[config.mk]
export PLATFORM = sky130hd
export DESIGN_NAME = wb_sequencer
export DESIGN_NICKNAME = d
export VERILOG_FILES = /design/src/rtl/wb_sequencer_pkg.sv /design/src/rtl/wb_fifo.sv /design/src/rtl/wb_sequencer.sv
export SDC_FILE = /design/constraint.sdc
export NUM_CORES = 1
export LEC_CHECK = 0
export CAP_MARGIN = 20
export CORE_ASPECT_RATIO = 0.75
export CORE_MARGIN = 5
export CORE_UTILIZATION = 49
export CTS_CLUSTER_SIZE = 40
export DETAILED_ROUTE_END_ITERATION = 6
export PLACE_DENSITY = 0.85
export REMOVE_ABC_BUFFERS = 1
export SLEW_MARGIN = 20
export SYNTH_ARGS = -nofsm -noshare
export SYNTH_HDL_FRONTEND = slang
export SYNTH_SLANG_ARGS = --single-unit
[constraint.sdc]
create_clock -name clk -period 2.7 [get_ports clk]
set_input_delay 0.27 -clock clk [delete_from_list [all_inputs] [get_ports clk]]
set_output_delay 0.27 -clock clk [all_outputs]
set_load 0.02 [all_outputs]
[src/rtl/wb_sequencer_pkg.sv]
// Shared widths, write-back payload struct and source-select enum for wb_sequencer.
// WB_LOAD_BYPASS_EN (see wb_sequencer.sv) selects the direct load-to-output path.
package wb_sequencer_pkg;

  localparam int unsigned XLEN         = 32;
  localparam int unsigned REG_AW       = 5;
  localparam int unsigned NUM_REGS     = 1 << REG_AW;
  localparam int unsigned LQ_DEPTH_DEF = 4;

  localparam logic [REG_AW-1:0] X0_IDX = '0;

  typedef struct packed {
    logic [REG_AW-1:0] rd;
    logic [XLEN-1:0]   data;
  } wb_entry_t;

  localparam int unsigned ENTRY_W = $bits(wb_entry_t);

  typedef enum logic [1:0] {
    SRC_NONE   = 2'd0,
    SRC_ALU    = 2'd1,
    SRC_FIFO   = 2'd2,
    SRC_BYPASS = 2'd3
  } wb_src_e;

  function automatic logic is_x0(input logic [REG_AW-1:0] rd);
    return rd == X0_IDX;
  endfunction

endpackage

[src/rtl/wb_fifo.sv]
// Synchronous FIFO with wrapping pointers and an occupancy counter.
// Push and pop may coincide at any occupancy; no read-during-write bypass.
module wb_fifo #(
  parameter int unsigned DEPTH = 4,
  parameter int unsigned WIDTH = 8
) (
  input  logic                       clk,
  input  logic                       reset,
  input  logic                       push_i,
  input  logic [WIDTH-1:0]           push_data_i,
  input  logic                       pop_i,
  output logic [WIDTH-1:0]           pop_data_o,
  output logic                       full_o,
  output logic                       empty_o,
  output logic [$clog2(DEPTH):0]     count_o
);

  localparam int unsigned PTR_W = $clog2(DEPTH);
  localparam int unsigned CNT_W = PTR_W + 1;

  logic [WIDTH-1:0] mem_q [DEPTH];
  logic [PTR_W-1:0] wr_ptr_q, wr_ptr_d;
  logic [PTR_W-1:0] rd_ptr_q, rd_ptr_d;
  logic [CNT_W-1:0] count_q, count_d;
  logic             do_push, do_pop;

  assign full_o     = (count_q == CNT_W'(DEPTH));
  assign empty_o    = (count_q == '0);
  assign count_o    = count_q;
  assign pop_data_o = mem_q[rd_ptr_q];

  // A pop frees the slot the simultaneous push needs when full.
  assign do_pop  = pop_i & ~empty_o;
  assign do_push = push_i & (~full_o | do_pop);

  always_comb begin
    wr_ptr_d = wr_ptr_q;
    rd_ptr_d = rd_ptr_q;
    count_d  = count_q;
    if (do_push) wr_ptr_d = wr_ptr_q + PTR_W'(1);
    if (do_pop)  rd_ptr_d = rd_ptr_q + PTR_W'(1);
    count_d = count_q + CNT_W'(do_push) - CNT_W'(do_pop);
  end

  always_ff @(posedge clk) begin
    if (reset) begin
      wr_ptr_q <= '0;
      rd_ptr_q <= '0;
      count_q  <= '0;
    end else begin
      wr_ptr_q <= wr_ptr_d;
      rd_ptr_q <= rd_ptr_d;
      count_q  <= count_d;
    end
  end

  always_ff @(posedge clk) begin
    if (do_push) mem_q[wr_ptr_q] <= push_data_i;
  end

endmodule

[src/rtl/wb_sequencer.sv]
// Register-file write-back sequencer: ALU/load merge, load queue, pending-load scoreboard.
// Optional macro WB_LOAD_BYPASS_EN lets a load hit the output flops directly when idle.
module wb_sequencer
  import wb_sequencer_pkg::*;
#(
  parameter int unsigned LQ_DEPTH = LQ_DEPTH_DEF
) (
  input  logic              clk,
  input  logic              reset,
  input  logic              alu_valid,
  input  logic [REG_AW-1:0] alu_rd,
  input  logic [XLEN-1:0]   alu_data,
  input  logic              ld_issue,
  input  logic [REG_AW-1:0] ld_issue_rd,
  input  logic              ld_valid,
  output logic              ld_ready,
  input  logic [REG_AW-1:0] ld_rd,
  input  logic [XLEN-1:0]   ld_data,
  input  logic [REG_AW-1:0] rs1,
  input  logic [REG_AW-1:0] rs2,
  output logic              raw_stall,
  output logic              write,
  output logic [REG_AW-1:0] wrAddr,
  output logic [XLEN-1:0]   wrData
);

  localparam int unsigned CNT_W = $clog2(LQ_DEPTH) + 1;

  wb_entry_t         ld_entry, fifo_head;
  logic              fifo_full, fifo_empty, fifo_push, fifo_pop;
  logic [CNT_W-1:0]  fifo_count;
  logic              ld_accept;
  wb_src_e           src;

  logic              write_q, write_d;
  logic [REG_AW-1:0] wr_addr_q, wr_addr_d;
  logic [XLEN-1:0]   wr_data_q, wr_data_d;
  logic [NUM_REGS-1:0] pending_q, pending_d;

  assign ld_entry  = '{rd: ld_rd, data: ld_data};
  assign ld_ready  = ~fifo_full;
  assign ld_accept = ld_valid & ~fifo_full;

  // Occupancy is exposed by the queue but only full/empty steer this level.
  logic unused_fifo_count;
  assign unused_fifo_count = ^fifo_count;

  wb_fifo #(
    .DEPTH (LQ_DEPTH),
    .WIDTH (ENTRY_W)
  ) u_lq (
    .clk         (clk),
    .reset       (reset),
    .push_i      (fifo_push),
    .push_data_i (ld_entry),
    .pop_i       (fifo_pop),
    .pop_data_o  (fifo_head),
    .full_o      (fifo_full),
    .empty_o     (fifo_empty),
    .count_o     (fifo_count)
  );

  // Output source priority: ALU, then queued loads, then (optionally) a fresh load.
  always_comb begin
    src = SRC_NONE;
    if (alu_valid) begin
      src = SRC_ALU;
    end else if (!fifo_empty) begin
      src = SRC_FIFO;
    end
`ifdef WB_LOAD_BYPASS_EN
    else if (ld_accept) begin
      src = SRC_BYPASS;
    end
`endif
  end

  assign fifo_pop  = (src == SRC_FIFO);
  assign fifo_push = ld_accept & (src != SRC_BYPASS);

  // Next output register and scoreboard; a same-edge set beats the load's clear.
  always_comb begin
    write_d   = 1'b0;
    wr_addr_d = wr_addr_q;
    wr_data_d = wr_data_q;
    pending_d = pending_q;
    case (src)
      SRC_ALU: begin
        write_d   = ~is_x0(alu_rd);
        wr_addr_d = alu_rd;
        wr_data_d = alu_data;
      end
      SRC_FIFO: begin
        write_d   = ~is_x0(fifo_head.rd);
        wr_addr_d = fifo_head.rd;
        wr_data_d = fifo_head.data;
        pending_d[fifo_head.rd] = 1'b0;
      end
      SRC_BYPASS: begin
        write_d   = ~is_x0(ld_entry.rd);
        wr_addr_d = ld_entry.rd;
        wr_data_d = ld_entry.data;
        pending_d[ld_entry.rd] = 1'b0;
      end
      default: ;
    endcase
    if (ld_issue) pending_d[ld_issue_rd] = 1'b1;
    pending_d[X0_IDX] = 1'b0;
  end

  always_ff @(posedge clk) begin
    if (reset) begin
      write_q   <= 1'b0;
      wr_addr_q <= '0;
      wr_data_q <= '0;
      pending_q <= '0;
    end else begin
      write_q   <= write_d;
      wr_addr_q <= wr_addr_d;
      wr_data_q <= wr_data_d;
      pending_q <= pending_d;
    end
  end

  assign raw_stall = pending_q[rs1] | pending_q[rs2];
  assign write     = write_q;
  assign wrAddr    = wr_addr_q;
  assign wrData    = wr_data_q;

endmodule
== After elaboration in Yosys (flattened, before gate mapping) ==
Memories as Yosys holds them, arrays and structs flattened. A register that Yosys moved wholly into a read port is not among the register bits.
Cells that the tools add are included.
Cells by class
  $add $sub $neg: 4
  $lt $le $gt $ge: 8
  equal/unequal tests: 5
  muxes and demuxes: 21
  bitwise gates (word level): 16
  reduce and logical (&&, ||, !) cells: 8
Operator list (count)
  $pmux W32 S3: 1
  $and A32 B32 Y32: 2
  $not A32 Y32: 2
  $pmux W32 S2: 1
  $mux W32: 1
  $or A32 B32 Y32: 1
  $lt A5 B6 Y1 const B: 5
  $demux W1 S5: 3
  $ge A5 B1 Y1 const B: 3
  $logic_not A5 Y1: 3
  $pmux W5 S3: 1
  $bmux W1 S5: 2
  $mux W2: 4
  $mux W1: 7
  $not A1 Y1: 5
  $add A2 B1 Y2 const B: 2
  $and A1 B1 Y1: 4
  $eq A2 B2 Y1 const B: 2
  $add A3 B1 Y3: 1
  $eq A3 B3 Y1 const B: 1
  $logic_and A1 B1 Y1: 3
  $logic_not A3 Y1: 1
  $pmux W1 S3: 1
  $reduce_bool A3 Y1: 1
  4 further kinds: 5
Word-level totals
  register bits: 77
  memory bits (writable): 148
  input bits: 94
  output and inout port bits: 40
  memories: 1
Memories
  u_lq.mem_q: depth 4, width 37, rd ports 1, clocked after Yosys merged registers in 1, wr ports 1, line wb_fifo.sv:21  | logic [WIDTH-1:0] mem_q [DEPTH];

== Longest topological paths before layout ==
Gate-level depths: netlist of the first run.
  depth in word-level cells: 9
  depth in mapped cells: 11

== By module ==
Synthesis of the first run repeated with hierarchy kept, for this count alone.
Second synthesis, totals
  cell total of the unflattened synthesis: 664
  area, all modules: 9365.2 sq um
Modules (own cells, without submodules)
  wb_fifo: instances 1, cells an instance 240, area each 5841.9 sq um
  wb_sequencer: instances 1, cells an instance 424, area each 3523.4 sq um

== Least setup slack after synthesis of the first run ==
No wires, ideal clock.
  kind: register to register
  start point: register u_lq.count_q[1] (netlist: u_lq.count_o[1])
  end point: register u_lq.count_q[2] (netlist: u_lq.count_o[2])
  setup time: 0.128 ns
  arrival: 2.437 ns
  required time: 2.572 ns
  setup slack: 0.136 ns
  cell stages (with the launch flop): 12
  buffers on the path: 1
  path through: dfxtp_1 -> nor3_1 -> clkbuf_1 -> nor2_1 -> ha_1 -> inv_1 -> ha_1 -> inv_1 -> fa_1 -> xor2_1 -> xnor2_1 -> nor2_1
Between the ends
  word-level cells in the longest chain between the ends: 9
  elaborated cells on any way between the ends: 15
  those cells by class: 2 x add/sub; 3 x eq/ne; 2 x mux; 7 x bitwise; 1 x reduce/logical
RTL lines
  from (decl): line wb_fifo.sv:24  | logic [CNT_W-1:0] count_q, count_d;
  from (signal assigned): line wb_fifo.sv:53  | count_q <= count_d;
  $logic_not A3 Y1: line wb_fifo.sv:28  | assign empty_o = (count_q == '0);
  $mux W2: line wb_sequencer.sv:68  | end else if (!fifo_empty) begin
  $mux W2: line wb_sequencer.sv:66  | if (alu_valid) begin
  $eq A2 B2 Y1: line wb_sequencer.sv:78  | assign fifo_pop = (src == SRC_FIFO);
  $and A1 B1 Y1: line wb_fifo.sv:33  | assign do_pop = pop_i & ~empty_o;
  $or A1 B1 Y1: line wb_fifo.sv:34  | assign do_push = push_i & (~full_o | do_pop);
  $and A1 B1 Y1: line wb_fifo.sv:34
  $add A3 B1 Y3: line wb_fifo.sv:42  | count_d = count_q + CNT_W'(do_push) - CNT_W'(do_pop);
  $sub A3 B1 Y3 (*): line wb_fifo.sv:42
Every way passes the cells marked *; elsewhere a longest branch is shown, timed or not.
A chain may end at the register's enable or synchronous reset.

== Worst setup path after layout of the first run ==
  start point: input port rs2[0]
  end point: output port raw_stall
Between the ends
  word-level cells in the longest chain between the ends: 3
RTL lines
  from (decl): line wb_sequencer.sv:20  | input logic [REG_AW-1:0] rs2,
  $bmux W1 S5: line wb_sequencer.sv:125  | assign raw_stall = pending_q[rs1] | pending_q[rs2];
  $mux W1 (implied by the code): line wb_sequencer.sv:125
  $or A1 B1 Y1: line wb_sequencer.sv:125
  to (decl): line wb_sequencer.sv:21  | output logic raw_stall,
Every way passes these cells. The select of a mux whose other input is x is not followed.

==> insert_results.sql, run 1 <==
INSERT INTO impl_metrics (metric_group, metric, value, unit) VALUES
('place', 'place_hpwl', '14500', 'µm'),
('floorplan', 'fp.dieArea', '22200', 'µm²'),
('synthesis', 'netlist_instances', '619', ''),
('setup_path', 'critPathLaunchType', 'input port', ''),
('floorplan', 'boundaryPins', '134', ''),
('sta', 'hold_violations', '0', ''),
('sta', 'setup-tns-final', '0', 'ns'),
('grt', 'grt_max_degree', '43', ''),
('floorplan', 'design.core.area', '19200', 'µm²'),
('synthesis', 'postSynthAreaPerCell', '15.3', 'µm²'),
('clock_tree', 'cts-root-to-sink-buffers', '3', ''),
('floorplan', 'floorplan.initialDensity', '49.3', '%'),
('route', 'route.final.wire_length', '21700', 'µm'),
('clock_tree', 'htree_num_levels', '1', ''),
('hold_path', 'hp-class', 'in -> reg', ''),
('synthesis', 'synth-edff-count', '148', ''),
('setup_path', 'critical_path_peak_fanout', '5', ''),
('route', 'drt_first_pass_iters', '5', ''),
('sta', 'setup_repair_after_global_routing_missed_its_margin', 'no', ''),
('grt', 'grt_use_total', '19.9', '%'),
('setup_path', 'worst_ep_required_time', '2.43', 'ns'),
('clock_tree', 'clock_insertion_delay_worst_skew', '0.51', 'ns'),
('finish', 'layout.nets', '876', ''),
('clock_tree', 'clkTransAtPathRegs', '0.06', 'ns'),
('route', 'post-route-drc-count', '0', ''),
('setup_path', 'end_kind', 'output port', ''),
('clock_tree', 'cts.sinks', '226', ''),
('grt', 'gr-total-overflow', '0', ''),
('sta', 'setup_viol', '0', ''),
('clock_tree', 'cts-buffers-inserted', '23', ''),
('route', 'antenna_left', '0', ''),
('setup_path', 'worstPathArrival', '2.34', 'ns'),
('grt', 'grt_antenna_before_repair', '1', ''),
('place', 'place.gp.congestion', '0.926', ''),
('synthesis', 'postSynth.asyncResetShare', '0', '%'),
('synthesis', 'post_synth_num_cell_types', '46', ''),
('sta', 'tightestPinTransition', '0.631', 'ns'),
('power_and_ir_drop', 'vdd.ir_drop.worst', '542', 'µV'),
('synthesis', 'postSynthRegisterBits', '226', ''),
('grt', 'via_count_of_the_first_global_routing_pass', '6140', ''),
('clock_tree', 'tritoncts', 'yes', ''),
('clock_tree', 'hold_buffer_count_at_cts', '0', ''),
('route', 'drt_first_iter_violations', '682', ''),
('sta', 'layout_min_cycle_time', '2.61', 'ns'),
('floorplan', 'fp-row-count', '44', ''),
('sta', 'fin_hold_ws', '0.0901', 'ns'),
('place', 'port_buffers', '133', ''),
('sta', 'max_freq', '0.384', 'GHz'),
('floorplan', 'chipWidth', '170', 'µm'),
('synthesis', 'synth-main-ff-cell', 'sky130_fd_sc_hd__edfxtp_1', ''),
('finish', 'final_layout_size_suffix_gt1_share', '21.3', '%'),
('finish', 'insertedDiodeCount', '0', ''),
('sta', 'relSlewSlack', '57.9', '%'),
('route', 'overall_via_count_from_detail_route', '5881', ''),
('synthesis', 'synthesis.area', '9450', 'µm²'),
('clock_tree', 'cts-root-buf', 'sky130_fd_sc_hd__clkbuf_16', ''),
('route', 'via_per_inst', '5.63', ''),
('floorplan', 'die_height', '130', 'µm'),
('hold_path', 'worst_hold_path.num_cells', '2', ''),
('power_and_ir_drop', 'powerDensity', '849', 'nW/µm²'),
('sta', 'fin_skew', '0.0195', 'ns'),
('grt', 'first_pass_grt_wire_length', '34200', 'µm'),
('setup_path', 'reg2reg_depth', '4', ''),
('finish', 'layout-area-overhead-vs-synth', '27.3', '%'),
('setup_path', 'timing.setup.critical_path_class', 'in -> out', ''),
('synthesis', 'synthesis.yosys.warnings', '0', ''),
('finish', 'layout_filler_cell_count', '1389', ''),
('power_and_ir_drop', 'total_leakage_power', '4.22', 'nW'),
('route', 'wl_per_cell', '20.8', 'µm'),
('sta', 'finalCritPeriodShare', '96.5', '%'),
('flow_run', 'max_cap_viols', '0', ''),
('sta', 'timing_max_transition_violations_final', '0', ''),
('outcome', 'status', 'complete, no violations', ''),
('synthesis', 'ys_seq_area_share', '63.5', '%');
critical path, stage by stage:
cell	delay, ns
sky130_fd_sc_hd__clkdlybuf4s50_1	0.48
sky130_fd_sc_hd__buf_6	0.14
sky130_fd_sc_hd__mux4_2	0.49
sky130_fd_sc_hd__a22oi_1	0.19
sky130_fd_sc_hd__o211ai_1	0.14
sky130_fd_sc_hd__or4_4	0.49
sky130_fd_sc_hd__buf_6	0.15
registers in the layout, indices dropped and copies added, names as in the netlist, named ones only:
signal and flops:
u_lq.wr_ptr_q 2, wrData 32, u_lq.count_o 3, u_lq.mem_q 148, write 1, wrAddr 5, u_lq.rd_ptr_q 2, pending_q 31
layer usage:
layer,wire length (µm),up-vias,global-route usage [%]
li1,-,2699,-
met1,9780,2887,28.9
met2,9400,250,29.5
met3,2050,43,6.15
met4,457,2,5.21
met5,13,-,0
report_power, final:
part           leakage [nW]  internal (mW)  switching [mW]  total (mW)
clock                 0.373           1.87            1.24        3.10
combinational          1.85           1.43            1.34        2.78
sequential             2.00           4.13           0.202        4.33
worst paths after layout:
path,from,to,slack (ns)
worst min-delay path,reset,wrAddr[3],0.09
worst min register to register,u_lq.rd_ptr_q[1],flop,0.52
worst max-delay path,rs2[0],raw_stall,0.09
worst max register to register,flop,pending_q[29],0.33
kinds of logic (layout without fill, tap and decap cells):
family / count (synthesis) / count (layout) / synth area share (%)
adders and majority gates: 7 / 7 / 1.01
muxes: 132 / 132 / 21.0
and+or+nand+nor: 136 / 136 / 7.99
DFF: 226 / 226 / 63.5
xor gates and xnor gates: 5 / 5 / 0.463
AOI/OAI and AO/OA: 75 / 75 / 4.31
buffers and inverters: 38 / 211 / 1.69
final cells by class:
| type | instances | area [µm²] | share of cell area [%] |
|---|---|---|---|
| well taps | 253 | 317 | 2.63 |
| clock buffers | 37 | 698 | 5.80 |
| repair buffers | 163 | 1620 | 13.5 |
| inverters | 6 | 22.5 | 0.187 |
| flip-flops and latches | 226 | 6010 | 49.9 |
| multi-input cells | 355 | 3310 | 27.5 |
| clock inverters | 5 | 57.6 | 0.478 |
synth_stat cells (3+ instances only):
master | n | area [µm²]
sky130_fd_sc_hd__o21ai_1 | 16 | 80.1
sky130_fd_sc_hd__nand2_1 | 6 | 22.5
sky130_fd_sc_hd__nand3_1 | 3 | 15.0
sky130_fd_sc_hd__buf_2 | 8 | 40.0
sky130_fd_sc_hd__or3_1 | 3 | 18.8
sky130_fd_sc_hd__mux2i_1 | 42 | 420
sky130_fd_sc_hd__inv_1 | 6 | 22.5
sky130_fd_sc_hd__mux2_2 | 41 | 462
sky130_fd_sc_hd__nor3b_1 | 3 | 22.5
sky130_fd_sc_hd__edfxtp_1 | 148 | 4440
sky130_fd_sc_hd__nor2b_1 | 35 | 219
sky130_fd_sc_hd__buf_1 | 4 | 15.0
sky130_fd_sc_hd__nand3b_1 | 6 | 45.0
sky130_fd_sc_hd__dfxtp_1 | 78 | 1560
sky130_fd_sc_hd__mux4_2 | 49 | 1100
sky130_fd_sc_hd__and2_1 | 4 | 25.0
sky130_fd_sc_hd__and3b_1 | 3 | 26.3
sky130_fd_sc_hd__nor2_1 | 52 | 195
sky130_fd_sc_hd__or3b_1 | 3 | 26.3
sky130_fd_sc_hd__clkbuf_1 | 19 | 71.3
sky130_fd_sc_hd__or4_1 | 3 | 22.5
sky130_fd_sc_hd__xnor2_1 | 4 | 35.0
sky130_fd_sc_hd__o21ai_0 | 47 | 235
sky130_fd_sc_hd__a22oi_1 | 3 | 22.5
sky130_fd_sc_hd__ha_1 | 6 | 75.1
metrics by stage:
step	power (mW)	setup slack [ns]	utilization, %	instances	cell area (µm²)
after floorplan	6.11	-2.22	-	587	9320
after global placement	7.10	-0.377	58.7	1002	11200
after detailed placement	7.17	-0.368	58.7	1002	11200
after CTS	10.3	0.0162	62.6	1044	12000
after global routing	10.7	0.0510	62.8	1045	12000
final	10.2	0.0934	62.8	1045	12000
what timing repair did:
item | in CTS | in global routing
pin swaps | 0 | 1
buffers inserted | 0 | 1
endpoints found under the setup margin | 1 | 1
gates resized for setup | 4 | 8
placed cells by master (no fill, tap or decap), types with 4 or more instances in the layout:
cell type / n
sky130_fd_sc_hd__and2_2: 4
sky130_fd_sc_hd__buf_12: 5
sky130_fd_sc_hd__buf_4: 23
sky130_fd_sc_hd__clkbuf_1: 7
sky130_fd_sc_hd__clkbuf_16: 23
sky130_fd_sc_hd__clkbuf_8: 7
sky130_fd_sc_hd__clkdlybuf4s50_1: 129
sky130_fd_sc_hd__dfxtp_1: 76
sky130_fd_sc_hd__edfxtp_1: 148
sky130_fd_sc_hd__ha_1: 6
sky130_fd_sc_hd__inv_1: 6
sky130_fd_sc_hd__mux2_2: 41
sky130_fd_sc_hd__mux2i_1: 42
sky130_fd_sc_hd__mux4_2: 49
sky130_fd_sc_hd__nand2_1: 6
sky130_fd_sc_hd__nand3b_1: 6
sky130_fd_sc_hd__nor2_1: 52
sky130_fd_sc_hd__nor2b_1: 35
sky130_fd_sc_hd__o21ai_0: 47
sky130_fd_sc_hd__o21ai_1: 16
sky130_fd_sc_hd__xnor2_1: 4
(Power assumes the default switching activity.)
==> run 2, diff against run 1 <==
==> constraint.sdc (replaced) <==
create_clock -name clk -period 2.7 [get_ports clk]
set_input_delay 0.675 -clock clk [delete_from_list [all_inputs] [get_ports clk]]
set_output_delay 0.675 -clock clk [all_outputs]
set_load 0.02 [all_outputs]
==> run 2 against run 1 <==
Compared with the run above:
- the flow now finishes with violations (negative setup slack)
- combinational power up 1%
- non-clock buffer count grew 16
- worst hold slack improved by 0.44 ns
- register-to-register slack barely moved
- sequential share of layout area is 0.48 points lower
- sequential power barely moved
- clock power decreased by 2%
- routed wire length grew 1.4%
- clock skew rose by 0.0032 ns
- total power shrank 0.15%
- design area grew 1.1%
- critical path type is now reg -> out
- largest cell class unchanged
- largest power group unchanged
- highest routed layer is now met4
==> insert_results.sql, run 2 (synthesis results as in run 1) <==
INSERT INTO impl_metrics (metric_group, metric, value, unit) VALUES
('clock_tree', 'cts-buffers-inserted', '22', ''),
('finish', 'registers.top_by_ff_count', 'u_lq.mem_q', ''),
('finish', 'final_cell_mix', 'sky130_fd_sc_hd__edfxtp_1, sky130_fd_sc_hd__clkdlybuf4s50_1, sky130_fd_sc_hd__dfxtp_1', ''),
('hold_path', 'hp-class', 'reg -> reg', ''),
('place', 'place_hpwl', '14500', 'µm'),
('sta', 'relSlewSlack', '64.1', '%'),
('sta', 'tightestPinTransition', '0.538', 'ns'),
('finish', 'multi_input_gate_area', '3320', 'µm²'),
('sta', 'setup_repair_after_global_routing_missed_its_margin', 'yes', ''),
('grt', 'gr-total-overflow', '0', ''),
('place', 'port_buffers', '133', ''),
('setup_path', 'crit_path_cell_trace', 'mux4_2 -> a22oi_2 -> o211ai_1 -> or4_4 -> buf_6', ''),
('grt', 'via_count_of_the_first_global_routing_pass', '6278', ''),
('floorplan', 'chipWidth', '170', 'µm'),
('route', 'drt_first_iter_violations', '632', ''),
('clock_tree', 'clock_insertion_delay_worst_skew', '0.51', 'ns'),
('floorplan', 'fp.dieArea', '22200', 'µm²'),
('flow_run', 'max_cap_viols', '0', ''),
('setup_path', 'timing.setup.critical_path_class', 'reg -> out', ''),
('finish', 'layout-area-overhead-vs-synth', '28.7', '%'),
('route', 'via_per_inst', '5.63', ''),
('clock_tree', 'clkTransAtPathRegs', '0.06', 'ns'),
('place', 'place.gp.congestion', '0.944', ''),
('finish', 'layout.nets', '891', ''),
('sta', 'finalCritPeriodShare', '109', '%'),
('setup_path', 'critPathLaunchType', 'flop', ''),
('route', 'post-route-drc-count', '0', ''),
('power_and_ir_drop', 'powerDensity', '838', 'nW/µm²'),
('clock_tree', 'cts-root-to-sink-buffers', '3', ''),
('finish', 'finish.instance_area', '12200', 'µm²'),
('sta', 'setup_viol', '1', ''),
('finish', 'finalCoreUtilization', '63.5', '%'),
('clock_tree', 'htree_num_levels', '1', ''),
('sta', 'hold_violations', '0', ''),
('floorplan', 'floorplan.initialDensity', '49.3', '%'),
('setup_path', 'worst_ep_required_time', '2.03', 'ns'),
('outcome', 'status', 'finished with violations', ''),
('sta', 'max_freq', '0.338', 'GHz'),
('setup_path', 'slowest_stage', 'sky130_fd_sc_hd__or4_4', ''),
('sta', 'layout_min_cycle_time', '2.96', 'ns'),
('finish', 'layout_filler_cell_count', '1425', ''),
('power_and_ir_drop', 'vdd.ir_drop.worst', '502', 'µV'),
('power_and_ir_drop', 'total_leakage_power', '4.30', 'nW'),
('grt', 'grt_use_total', '19.9', '%'),
('floorplan', 'boundaryPins', '134', ''),
('route', 'drt_first_pass_iters', '5', ''),
('sta', 'post-route-worst-setup-slack', '-0.256', 'ns'),
('route', 'antenna_left', '0', ''),
('route', 'wl_per_cell', '20.8', 'µm'),
('floorplan', 'fp-row-count', '44', ''),
('sta', 'fin_skew', '0.0227', 'ns'),
('finish', 'final_layout_size_suffix_gt1_share', '24.1', '%'),
('outcome', 'failed_checks', 'negative setup slack', ''),
('clock_tree', 'cts-root-buf', 'sky130_fd_sc_hd__clkbuf_16', ''),
('route', 'route.final.wire_length', '22000', 'µm'),
('setup_path', 'critical_path_peak_fanout', '2', ''),
('floorplan', 'die_height', '130', 'µm'),
('setup_path', 'end_kind', 'output port', ''),
('place', 'postPlaceCellArea', '11300', 'µm²'),
('sta', 'fin_hold_ws', '0.530', 'ns'),
('setup_path', 'timing.critical_path.slowest_cell_delay', '0.55', 'ns'),
('finish', 'max_ffs_per_register', '148', ''),
('clock_tree', 'hold_buffer_count_at_cts', '0', ''),
('finish', 'area_taken_by_flip_flops_and_latches', '6020', 'µm²'),
('route', 'overall_via_count_from_detail_route', '5972', ''),
('finish', 'final_common_cell', 'sky130_fd_sc_hd__edfxtp_1', ''),
('grt', 'grt_antenna_before_repair', '0', ''),
('grt', 'grt_max_degree', '38', ''),
('sta', 'timing_max_transition_violations_final', '0', ''),
('clock_tree', 'cts.sinks', '226', ''),
('setup_path', 'worstPathArrival', '2.28', 'ns'),
('grt', 'first_pass_grt_wire_length', '34600', 'µm'),
('clock_tree', 'tritoncts', 'yes', ''),
('floorplan', 'design.core.area', '19200', 'µm²');
[run 2: metal layers]
layer	GRT usage [%]	part of all wire (%)	wire (µm)	up-vias
li1	-	-	-	2730
met1	27.9	43	9570	2925
met2	30.7	44	9790	271
met3	6.45	9.8	2160	46
met4	4.88	2.3	501	0
met5	0	0	0	-
[run 2: path summary, 6_finish.rpt]
path	slack [ns]	startpoint	cells after the start	end
setup / recovery	-0.26	pending_q[22]	5	raw_stall
hold / removal	0.53	u_lq.rd_ptr_q[1]	2	flop
setup reg to reg	0.34	flop	4	pending_q[12]
hold reg to reg	0.53	u_lq.rd_ptr_q[1]	2	flop
[run 2: cell type report]
type,instances,share of cell area [%]
tap,253,2.60
sequential,226,49.4
clock buffer,31,5.13
inverter,6,0.185
multi-input combinational,355,27.3
antenna,1,0.0206
clock inverter,9,0.843
timing repair buffer,179,14.5
[run 2: per-stage QoR]
stage	setup TNS, ns	cells	worst slack, ns	power, mW
floorplan	-90.52	587	-2.22	6.11
global placement	-1.27	1013	-1.27	7.13
detailed placement	-1.28	1013	-1.28	7.22
CTS	-0.238	1059	-0.238	10.3
global route	-0.295	1059	-0.295	10.7
finish	-0.256	1060	-0.256	10.2
[run 2: critical path, delay by kind of cell, from the launching register on]
| kind | cells | cell delay [ns] |
|---|---|---|
| buffers and inverters | 1 | 0.15 |
| flip-flops | 1 | 0.33 |
| multiplexers | 1 | 0.49 |
| AND/OR/NAND/NOR | 1 | 0.55 |
| AO/OA/AOI/OAI | 2 | 0.28 |
[run 2: power breakdown]
group / internal [mW] / switching [mW] / total [mW]
Combinational: 1.47 / 1.36 / 2.82
Clock: 1.81 / 1.24 / 3.05
Sequential: 4.13 / 0.198 / 4.33
[run 2: what timing repair did]
| item | CTS | global route |
|---|---|---|
| gates resized for setup | 45 | 8 |
| buffers inserted | 4 | 0 |
| pin swaps | 7 | 3 |
| hold endpoints to repair | 0 | 0 |
| cloned | 2 | 0 |
| setup endpoints to repair | 1 | 1 |
==> run 3, diff against run 2 <==
- SKIP_CTS_REPAIR_TIMING: default -> 1
==> run 3 against run 2 <==
Compared with the run above:
- the run still ends with negative setup slack left
- die area did not move
- non-clock buffer count fell by 2
- routed wire length fell by 0.85%
- global-route usage fell by 0.27 points
- sequential cell count did not move
- sequential share of layout area rose by 0.091 points
- count of clock-buffer cells in the layout did not move
- total power fell by 0.11%
- largest cell class unchanged
- highest routed layer unchanged
==> insert_results.sql, run 3 (synthesis results as in run 1) <==
INSERT INTO impl_metrics (metric_group, metric, value, unit) VALUES
('grt', 'via_count_of_the_first_global_routing_pass', '6199', ''),
('sta', 'relSlewSlack', '65.2', '%'),
('floorplan', 'fp.dieArea', '22200', 'µm²'),
('finish', 'multi_input_gate_area', '3320', 'µm²'),
('sta', 'layout_min_cycle_time', '2.97', 'ns'),
('setup_path', 'end_kind', 'output port', ''),
('floorplan', 'floorplan.initialDensity', '49.3', '%'),
('power_and_ir_drop', 'p_switching', '2.79', 'mW'),
('grt', 'grtUsageMet1', '27.6', '%'),
('floorplan', 'fp-row-count', '44', ''),
('clock_tree', 'htree_num_levels', '1', ''),
('setup_path', 'critPathLaunchType', 'input port', ''),
('place', 'preCtsSetupSlack', '-1.28', 'ns'),
('route', 'drt_first_iter_violations', '554', ''),
('sta', 'post-route-worst-setup-slack', '-0.267', 'ns'),
('clock_tree', 'cts.sinks', '226', ''),
('power_and_ir_drop', 'vdd.ir_drop.worst', '503', 'µV'),
('finish', 'final_common_cell', 'sky130_fd_sc_hd__edfxtp_1', ''),
('setup_path', 'critical_path_peak_fanout', '7', ''),
('grt', 'gr-total-overflow', '0', ''),
('power_and_ir_drop', 'power.sequential.fraction', '42.5', '%'),
('sta', 'setup_repair_after_global_routing_missed_its_margin', 'yes', ''),
('power_and_ir_drop', 'clkPwrFrac', '29.8', '%'),
('hold_path', 'hp-class', 'reg -> reg', ''),
('flow_run', 'max_cap_viols', '0', ''),
('setup_path', 'setup.reg_to_reg.worst_slack', '0.34', 'ns'),
('route', 'overall_via_count_from_detail_route', '5950', ''),
('hold_path', 'worst_hold_path.num_cells', '2', ''),
('clock_tree', 'clkTransAtPathRegs', '0.06', 'ns'),
('grt', 'grt.met2_usage', '30.1', '%'),
('place', 'place.gp.congestion', '0.944', ''),
('power_and_ir_drop', 'powerDensity', '840', 'nW/µm²'),
('sta', 'fin_skew', '0.0213', 'ns'),
('clock_tree', 'cts-root-to-sink-buffers', '3', ''),
('finish', 'layout_filler_cell_count', '1434', ''),
('route', 'wl_per_cell', '20.6', 'µm'),
('setup_path', 'worstPathArrival', '2.29', 'ns'),
('power_and_ir_drop', 'total_leakage_power', '4.31', 'nW'),
('clock_tree', 'cts-root-buf', 'sky130_fd_sc_hd__clkbuf_16', ''),
('route', 'antenna_left', '0', ''),
('setup_path', 'timing.setup.critical_path_class', 'in -> out', ''),
('power_and_ir_drop', 'comb_power_share', '27.7', '%'),
('finish', 'registers.top_by_ff_count', 'u_lq.mem_q', ''),
('grt', 'met3_usage', '6.54', '%'),
('route', 'via_per_inst', '5.62', ''),
('sta', 'timing_max_transition_violations_final', '0', ''),
('finish', 'area_taken_by_flip_flops_and_latches', '6010', 'µm²'),
('grt', 'grt_use_total', '19.7', '%'),
('floorplan', 'die_height', '130', 'µm'),
('clock_tree', 'tritoncts', 'yes', ''),
('grt', 'first_pass_grt_wire_length', '34200', 'µm'),
('route', 'drt_first_pass_iters', '5', ''),
('grt', 'grt_busiest_layer', 'met2', ''),
('sta', 'setup_viol', '1', ''),
('grt', 'grt_max_degree', '38', ''),
('floorplan', 'boundaryPins', '134', ''),
('floorplan', 'chipWidth', '170', 'µm'),
('floorplan', 'design.core.area', '19200', 'µm²'),
('setup_path', 'reg2reg_depth', '4', ''),
('setup_path', 'worst_ep_required_time', '2.03', 'ns'),
('route', 'route.final.wire_length', '21800', 'µm'),
('place', 'port_buffers', '133', ''),
('grt', 'grt_antenna_before_repair', '0', ''),
('setup_path', 'regToRegEndpoint', 'pending_q[5]', ''),
('place', 'place_hpwl', '14500', 'µm'),
('finish', 'layout.nets', '889', ''),
('finish', 'layout-area-overhead-vs-synth', '28.3', '%'),
('hold_path', 'hold_path_startpoint', 'u_lq.rd_ptr_q[1]', ''),
('outcome', 'failed_checks', 'negative setup slack', ''),
('clock_tree', 'clock_insertion_delay_worst_skew', '0.51', 'ns'),
('power_and_ir_drop', 'p_sw_share', '27.4', '%'),
('clock_tree', 'cts-buffers-inserted', '22', ''),
('finish', 'finalCoreUtilization', '63.3', '%'),
('outcome', 'status', 'finished with violations', ''),
('finish', 'final_cell_mix', 'sky130_fd_sc_hd__edfxtp_1, sky130_fd_sc_hd__clkdlybuf4s50_1, sky130_fd_sc_hd__dfxtp_1', ''),
('finish', 'max_ffs_per_register', '148', ''),
('sta', 'finalCritPeriodShare', '110', '%'),
('sta', 'max_freq', '0.337', 'GHz'),
('sta', 'hold_violations', '0', ''),
('route', 'post-route-drc-count', '0', ''),
('finish', 'final_layout_size_suffix_gt1_share', '23.1', '%'),
('power_and_ir_drop', 'internal_power', '7.40', 'mW'),
('sta', 'tightestPinTransition', '0.521', 'ns');
-- run 3: changes by cell type in the layout (fill, tap and decap cells not counted) --
cell / delta
sky130_fd_sc_hd__dfxtp_2: -6
sky130_fd_sc_hd__clkdlybuf4s15_1: -1
sky130_fd_sc_hd__dfxtp_1: +6
sky130_fd_sc_hd__buf_2: -1
sky130_fd_sc_hd__dlygate4sd2_1: -4
sky130_fd_sc_hd__clkdlybuf4s50_1: +1
sky130_fd_sc_hd__dlymetal6s2s_1: +4
sky130_fd_sc_hd__buf_16: -1
sky130_fd_sc_hd__clkbuf_2: +2
sky130_fd_sc_hd__buf_6: -2
-- run 3: metal layers --
| metal | share of wire (%) | wire length, µm |
|---|---|---|
| met5 | 0 | 0 |
| met4 | 2.1 | 464 |
| met3 | 11 | 2320 |
| met2 | 45 | 9730 |
| met1 | 43 | 9310 |
-- run 3: worst max path at each step --
stage               startpoint              end  cells past startpoint
2_1_floorplan  u_lq.count_o[1]  u_lq.count_o[2]                     10
3_3_place_gp            rs2[0]        raw_stall                      6
3_5_place_dp            rs2[0]        raw_stall                      6
4_1_cts                 rs2[0]        raw_stall                      6
5_1_grt                 rs1[0]        raw_stall                      7
6_report                rs1[0]        raw_stall                      7
-- run 3: worst max-delay path, cell delays in order --
cell and delay [ns]:
sky130_fd_sc_hd__buf_12 0.10, sky130_fd_sc_hd__buf_8 0.11, sky130_fd_sc_hd__mux4_2 0.52, sky130_fd_sc_hd__nand3_2 0.09, sky130_fd_sc_hd__nand4_1 0.11, sky130_fd_sc_hd__or4_4 0.55, sky130_fd_sc_hd__buf_6 0.15
-- run 3: layout make-up --
class | count | share of cell area, %
Antenna cell | 1 | 0.0206
Clock buffer | 31 | 5.15
Clock inverter | 9 | 0.846
Inverter | 6 | 0.186
Timing Repair Buffer | 177 | 14.3
Sequential cell | 226 | 49.5
Multi-Input combinational cell | 355 | 27.4
Tap cell | 253 | 2.61
-- run 3: power groups by stage --
stage / sequential, mW / clock, mW / combinational [mW]
2_1_floorplan: 4.58 / 0 / 1.53
3_3_place_gp: 4.38 / 0 / 2.75
3_5_place_dp: 4.40 / 0 / 2.81
4_1_cts: 4.33 / 3.11 / 2.84
5_1_grt: 4.37 / 3.27 / 3.04
6_report: 4.33 / 3.04 / 2.82
-- run 3: stage by stage --
| stage | TNS, ns | power (mW) | area (µm²) | instances | hold slack [ns] |
|---|---|---|---|---|---|
| detailed placement | -1.28 | 7.22 | 11300 | 1013 | 0.515 |
| global route | -0.331 | 10.7 | 12100 | 1057 | 0.566 |
| global placement | -1.27 | 7.13 | 11300 | 1013 | 0.502 |
| CTS | -1.28 | 10.3 | 12100 | 1053 | 0.531 |
| finish | -0.267 | 10.2 | 12100 | 1058 | 0.530 |
| floorplan | -90.52 | 6.11 | 9320 | 587 | 0.490 |
